[config.mk]
export PLATFORM = sky130hd
export DESIGN_NAME = phasemean_multi
export DESIGN_NICKNAME = d
export VERILOG_FILES = /design/src/rtl/phasemean_multi.sv
export SDC_FILE = /design/constraint.sdc
export NUM_CORES = 2
export LEC_CHECK = 0
export BUFFER_PORTS_ARGS = -buffer_cell sky130_fd_sc_hd__buf_2
export CAP_MARGIN = 25
export CORE_MARGIN = 2
export CORE_UTILIZATION = 45
export DETAILED_ROUTE_END_ITERATION = 16
export PLACE_DENSITY = 0.58
export SETUP_SLACK_MARGIN = 0.5
export SKIP_LAST_GASP = 1
export SYNTH_ARGS = -nofsm -noshare
export SYNTH_HDL_FRONTEND = slang
export SYNTH_SLANG_ARGS = --single-unit
[constraint.sdc]
create_clock -name clock -period 12.9 [get_ports clock]
set_clock_uncertainty 0.05 [all_clocks]
set_input_delay 1.29 -clock clock [delete_from_list [all_inputs] [get_ports clock]]
set_output_delay 1.29 -clock clock [all_outputs]
set_load 0.02 [all_outputs]
[src/rtl/phasemean_multi.sv]
// Multi-channel block mean of phase samples over 2^K enable-strobed vectors.
// Optional circular mode averages wrapped offsets from the window's first sample.
module phasemean_multi #(
  parameter int unsigned N_CH      = 6,
  parameter int unsigned W         = 16,
  parameter int unsigned KMAX      = 10,
  parameter int unsigned WRAP_MODE = 1
) (
  input  logic                       clock,
  input  logic                       reset,
  input  logic                       clear,
  input  logic                       enable,
  input  logic [$clog2(KMAX+1)-1:0]  K,
  input  logic [N_CH*W-1:0]          in_sampl,
  output logic [N_CH*W-1:0]          phaseout,
  output logic                       out_valid,
  output logic                       busy,
  output logic [KMAX:0]              sample_cnt
);

  localparam int unsigned KW = $clog2(KMAX + 1);
  localparam int unsigned AW = W + KMAX;

  typedef enum logic [1:0] {StIdle, StAcc, StDone} state_e;

  state_e                 state_q, state_d;
  logic [KW-1:0]          kw_q, kw_d, k_clamp;
  logic [KMAX:0]          cnt_q, cnt_d, win_len;
  logic signed [W-1:0]    ref_q [N_CH];
  logic signed [W-1:0]    ref_d [N_CH];
  logic signed [AW-1:0]   acc_q [N_CH];
  logic signed [AW-1:0]   acc_d [N_CH];
  logic [N_CH*W-1:0]      phase_q, phase_d, mean_vec;
  logic                   valid_q, valid_d;

  logic signed [W-1:0]    smp     [N_CH];
  logic signed [W-1:0]    diff    [N_CH];
  logic signed [AW-1:0]   contrib [N_CH];
  logic signed [AW:0]     sum_c   [N_CH];
  logic signed [AW:0]     shr_c   [N_CH];
  logic signed [AW:0]     rnd;
  logic [W-1:0]           mean_w  [N_CH];

  assign k_clamp = (K > KW'(KMAX)) ? KW'(KMAX) : K;
  assign win_len = (KMAX+1)'(1) << kw_q;

  // Per-channel datapath: increment to accumulate and rounded window mean.
  always_comb begin
    rnd = (kw_q == '0) ? '0 : (AW+1)'(1) << (kw_q - 1'b1);
    mean_vec = '0;
    for (int unsigned c = 0; c < N_CH; c++) begin
      smp[c]  = in_sampl[c*W +: W];
      // W-bit difference wraps naturally through +/-pi.
      diff[c] = smp[c] - ref_q[c];
      contrib[c] = (WRAP_MODE != 0) ? AW'(diff[c]) : AW'(smp[c]);
      sum_c[c]  = (AW+1)'(acc_q[c]) + rnd;
      shr_c[c]  = sum_c[c] >>> kw_q;
      mean_w[c] = shr_c[c][W-1:0];
      mean_vec[c*W +: W] = (WRAP_MODE != 0) ? ref_q[c] + mean_w[c] : mean_w[c];
    end
  end

  always_comb begin
    state_d = state_q;
    kw_d    = kw_q;
    cnt_d   = cnt_q;
    ref_d   = ref_q;
    acc_d   = acc_q;
    phase_d = phase_q;
    valid_d = 1'b0;

    // The completed window is reported even if clear arrives in DONE.
    if (state_q == StDone) begin
      valid_d = 1'b1;
      phase_d = mean_vec;
      state_d = StIdle;
      cnt_d   = '0;
    end

    if (clear) begin
      state_d = StIdle;
      cnt_d   = '0;
      for (int unsigned c = 0; c < N_CH; c++) acc_d[c] = '0;
    end else if (enable) begin
      if (state_q == StAcc) begin
        for (int unsigned c = 0; c < N_CH; c++) acc_d[c] = acc_q[c] + contrib[c];
        cnt_d = cnt_q + 1'b1;
        if (cnt_d == win_len) state_d = StDone;
      end else begin
        // First sample of a window: from IDLE, or from DONE with no dead cycle.
        kw_d  = k_clamp;
        cnt_d = (KMAX+1)'(1);
        for (int unsigned c = 0; c < N_CH; c++) begin
          ref_d[c] = smp[c];
          acc_d[c] = (WRAP_MODE != 0) ? '0 : AW'(smp[c]);
        end
        state_d = (k_clamp == '0) ? StDone : StAcc;
      end
    end
  end

  always_ff @(posedge clock or negedge reset) begin
    if (!reset) begin
      state_q <= StIdle;
      kw_q    <= '0;
      cnt_q   <= '0;
      ref_q   <= '{default: '0};
      acc_q   <= '{default: '0};
      phase_q <= '0;
      valid_q <= 1'b0;
    end else begin
      state_q <= state_d;
      kw_q    <= kw_d;
      cnt_q   <= cnt_d;
      ref_q   <= ref_d;
      acc_q   <= acc_d;
      phase_q <= phase_d;
      valid_q <= valid_d;
    end
  end

  assign phaseout   = phase_q;
  assign out_valid  = valid_q;
  assign busy       = (state_q == StAcc);
  assign sample_cnt = cnt_q;

endmodule

# --- Yosys cells after proc, flatten, opt, wreduce, memory -nomap -nowiden ---
# Index checks and enable logic that the tools add are counted.
classes:
  n_addsub: 26
  n_lt_le_gt_ge: 1
  n_eq_ne: 3
  shifts: 8
  n_mux: 16
  n_bitwise: 2
  n_reduce_logical: 5
op_table:
  columns: ["operator", "count"]
  rows:
  - ["$mux 156", 3]
  - ["$add 26x27->27", 6]
  - ["$sshr 27x4->16", 6]
  - ["$add 26x16->26", 6]
  - ["$add 16x16->16", 6]
  - ["$sub 16x16->16", 6]
  - ["$mux 11", 4]
  - ["$mux 27", 1]
  - ["$shl 1x4->27 const A", 1]
  - ["$mux 2", 6]
  - ["$add 11x1->11 const B", 1]
  - ["$eq 11x11->1", 1]
  - ["$shl 1x4->11 const A", 1]
  - ["$logic_not 4->1", 2]
  - ["$gt 4x4->1 const B", 1]
  - ["$mux 4", 1]
  - ["$sub 4x1->4 const B", 1]
  - ["$reduce_and 3->1", 1]
  - ["$reduce_bool 3->1", 1]
  - ["$eq 2x1->1 const B", 1]
  - ["$eq 2x2->1 const B", 1]
  - ["$not 1->1", 2]
  - ["$reduce_bool 2->1", 1]
  - ["$mux 1", 1]
word_totals:
  register_bits: 366
  output_inout_bits: 109
  wordCells: 78

# --- Longest topological paths before layout ---
depth:
  word_depth: 7
  depth_mapped: 36
  ltp_nobuf: 31

# --- Least setup slack after synthesis ---
# OpenSTA, ideal clock, no wires.
synth_path:
  path_type: "register -> register"
  startpoint: "register kw_q[0]"
  endpoint: "register phase_q[79] (netlist: phaseout[79])"
  setup_ps: 87
  t_arrival_ps: 7184
  slack_ps: 5579
  path_stages_with_launch: 35
  n_path_buf: 6
  period_less_slack_ps: 7321
  path_cell_list: "dfrtp_1 -> buf_4 -> buf_4 -> clkbuf_1 -> inv_1 -> clkbuf_1 -> buf_1 -> nand2_1 -> nor2_1 -> ha_1 -> a21o_1 -> a21o_1 -> o21ai_0 -> a311oi_2 -> o211ai_2 -> or4b_1 -> buf_6 -> and2_4 -> xor2_2 -> mux4_2 -> nand2_1 -> o21ai_1 -> a21o_1 -> ha_1 -> a21oi_1 -> o21ai_0 -> a31oi_1 -> o221ai_1 -> o41a_1 -> a41oi_1 -> mux2i_1 -> nor3_1 -> o31ai_1 -> mux2_1 -> o211ai_1"
synth_between:
  elab_chain_len: 6
  word_cells_on_any_way: 7
  classes_between: "add/sub (3); shift (2); mux (1); reduce/logical (1)"
synth_lines:
  columns: ["element", "line_no", "source"]
  rows:
  - ["start, declared", "27", "logic [KW-1:0] kw_q, kw_d, k_clamp;"]
  - ["start signal, assigned", "113", "kw_q <= kw_d;"]
  - ["$sub 4x1->4", "49", "rnd = (kw_q == '0) ? '0 : (AW+1)'(1) << (kw_q - 1'b1);"]
  - ["$shl 1x4->27", "49", null]
  - ["$mux 27", "49", null]
  - ["$add 26x27->27", "56", "sum_c[c] = (AW+1)'(acc_q[c]) + rnd;"]
  - ["$sshr 27x4->16 *", "57", "shr_c[c] = sum_c[c] >>> kw_q;"]
  - ["$add 16x16->16 *", "59", "mean_vec[c*W +: W] = (WRAP_MODE != 0) ? ref_q[c] + mean_w[c] : mean_w[c];"]
  - ["end signal, assigned", "117", "phase_q <= phase_d;"]
  - ["end, declared", "33", "logic [N_CH*W-1:0] phase_q, phase_d, mean_vec;"]
# Every way passes the cells marked *; elsewhere a longest branch is shown, timed or not.
# A chain may end at the register's enable or synchronous reset.

# --- Worst setup path in the final report ---
layout_path:
  startpoint: "register kw_q[1]"
  endpoint: "register phase_q[79] (netlist: phaseout[79])"
# The elaborated chain is that of the path after synthesis.

==> impl_metrics.json <==
{
  "status": "finished, final reports clean",
  "gr-usage-all-layers": 0.287,
  "finalCritPeriodShare": 0.642,
  "critPathTopFamily": "compound AO/OA/AOI/OAI gates",
  "clock_latency_ns": 0.66,
  "routedWlPerCell_um": 21.1,
  "irDropWorstVdd_uv": 103,
  "yosys_warnings": 0,
  "rows": 110,
  "pwr-share-clk": 0.193,
  "async_reset_ff_frac": 1.00,
  "multi_input_area_um2": 29800,
  "dominantRegCellSynth": "dfrtp_1",
  "numPlacedInstances": 6357,
  "grt_max_degree": 91,
  "p_comb_frac": 0.575,
  "synth_edf_count": 0,
  "ys_types": 117,
  "drc_errors": 0,
  "gp_congestion": 0.934,
  "seq_area_um2": 9170,
  "grt_pass1_wl_um": 211000,
  "slowest_delay_ns": 0.84,
  "yosys.area_share.adder": 0.134,
  "synth_cells": 5148,
  "synth_top_family_by_area": "compound AO/OA/AOI/OAI gates",
  "synth.area.mux_share": 0.0735,
  "swShare": 0.474,
  "p_int_w": 0.00395,
  "initial_utilization": 0.454,
  "postRouteAntennaNets": 0,
  "crit_required_ns": 13.40,
  "setup_viol": 0,
  "yosys.area_share.xor_xnor": 0.0902,
  "cpMostUsedCell": "a21oi_1",
  "finalCriticalPeriod_ns": 8.29,
  "wl_um": 136000,
  "io_pins": 213,
  "portBuffers": 212,
  "die_w_um": 306,
  "worstPathMaxFanout": 71,
  "cts-htree-levels": 2,
  "dr.pass1.iters": 5,
  "slew_headroom": 0.234,
  "hold_viol": 0,
  "synthSimpleGateAreaFrac": 0.168,
  "hp-start": "phaseout[23]",
  "crit_slowest_cell": "nor2_1",
  "cap_violations": 0,
  "syn_to_final_growth_pct": 9.22,
  "final_cells": 6454,
  "crit_arrival_ns": 8.79,
  "cp_num_buf_inv": 1,
  "cellLeakagePower_nw": 20.7,
  "drive_gt1_frac": 0.101,
  "startpoint_type": "flip-flop",
  "crit_start": "kw_q[1]",
  "clk_pin_slew_ns": 0.06,
  "netlist_area_um2": 40900,
  "worstMarginPinSlew_ns": 1.15,
  "cts_tree": "yes",
  "hold_path_class": "reg2reg",
  "p_seq_frac": 0.232,
  "powerDensity_nw_per_um2": 168,
  "dp_hpwl_um": 105000,
  "place_area_um2": 43000,
  "ctsHoldBuffers": 0,
  "die-height_um": 306,
  "clockBufferDepth": 3,
  "cts_made_buffers": 50,
  "grt_pass1_vias": 35246,
  "postSynthAreaPerCell_um2": 7.95,
  "critPathCaptureType": "flip-flop",
  "synth-compound-area-share": 0.260,
  "tns_ns": 0,
  "fin_hold_ws_ns": 0.420,
  "nets": 5761,
  "post_drt_via_cell_ratio": 5.97,
  "yosysMostFrequentCell": "nand2_1",
  "cts_setup_buffers": 0,
  "die_area_um2": 93400,
  "post-synth-top-area-fraction": 0.224,
  "synth_top_cell_by_area": "dfrtp_1",
  "grt_overflow": 0,
  "via_count": 38535,
  "synthTopCellsByCount": "634 x nand2_1, 497 x o21ai_0, 403 x ha_1, 384 x a21oi_1, 366 x dfrtp_1",
  "cts.sinks": 366,
  "max_freq_ghz": 0.121,
  "antenna_found_initial": 2,
  "worstSetupPathType": "reg2reg",
  "ys_seq_area_frac": 0.224,
  "finalInstanceArea_um2": 44700,
  "clockRootBuffer": "clkbuf_16",
  "ys_ff_latch": 366,
  "timing.rr.start": "kw_q[1]",
  "synth_area_leaders": "dfrtp_1 22%, ha_1 12%, o21ai_0 6.1%",
  "power.switching_w": 0.00355,
  "report.final.slew_viol_count": 0,
  "rsz0062_at_grt": "false",
  "design.core.area_um2": 90100,
  "initialDrtViolationCount": 3662,
  "nFillCells": 8901,
  "cts_resized": 0
}
kinds of logic (layout without fill, tap and decap cells):
kind of cell             count (synthesis)  after routing
AO/OA/AOI/OAI                         1670           1670
AND/OR/NAND/NOR                       1483           1483
XOR/XNOR                               419            419
adder cells (fa/ha/maj)                428            428
multiplexers                           248            248
other                                    1              7
buffers and inverters                  533            657
flip-flops                             366            366
area by class of cell:
class / instances / share of cell area
well taps: 1176 / 0.0329
clock inverters: 25 / 0.00596
inverters: 298 / 0.0252
diodes: 1 / 0.0000560
clock buffers: 68 / 0.0315
multi-input cells: 4254 / 0.666
flip-flops and latches: 366 / 0.205
repair buffers: 266 / 0.0334
power groups by stage:
| stage | clock network, W | registers (W) | logic, W |
|---|---|---|---|
| floorplan | 0 | 0.00177 | 0.00297 |
| CTS | 0.00149 | 0.00173 | 0.00426 |
| detailed placement | 0 | 0.00175 | 0.00424 |
| finish | 0.00145 | 0.00174 | 0.00431 |
| global placement | 0 | 0.00175 | 0.00421 |
| global route | 0.00153 | 0.00177 | 0.00476 |
path summary, 6_finish.rpt:
| path | cells after the start | to | slack [ns] |
|---|---|---|---|
| min in group asynchronous | 1 | ref_q[78] | 0.60 |
| min | 2 | phaseout[23] | 0.42 |
| max | 28 | phaseout[79] | 4.61 |
| max reg2reg | 28 | phaseout[79] | 4.61 |
| max in group asynchronous | 3 | kw_q[0] | 9.97 |
| min reg2reg | 2 | phaseout[23] | 0.42 |
flip-flops by register name, indices dropped and copies added, names as in the netlist:
signal	count
acc_q	156
kw_q	4
sample_cnt	11
ref_q	96
out_valid	1
phaseout	96
state_q	2
cell usage in the layout (no fill, tap or decap), types with 164 or more instances in the layout:
cell type | netlist | routed
xor2_1 | 164 | 164
nand2_1 | 634 | 634
ha_1 | 403 | 403
a21oi_1 | 384 | 384
nor2_1 | 308 | 305
o21ai_0 | 497 | 497
buf_2 | 7 | 211
xnor2_1 | 252 | 252
dfrtp_1 | 366 | 362
inv_1 | 296 | 294
layer usage:
metal,vias to the layer above,global-route usage,routed length (um)
li1,18844,-,-
met1,18318,0.445,68200
met2,1205,0.409,55000
met3,166,0.0425,10100
met4,2,0.0747,3220
met5,-,0,13
worst min-delay path, cell delays in order, from the launching register on:
cell and delay (ns):
dfrtp_1 0.33, nand2_1 0.04, o21ai_0 0.06
metrics by stage:
stage	setup WS [ns]	total power (W)	util
after floorplan	5.58	0.00474	-
after global placement	4.88	0.00596	0.476
after detailed placement	4.74	0.00599	0.477
after CTS	4.68	0.00748	0.496
after global routing	4.07	0.00806	0.496
final	4.61	0.00750	0.496
(Power assumes the default switching activity.)
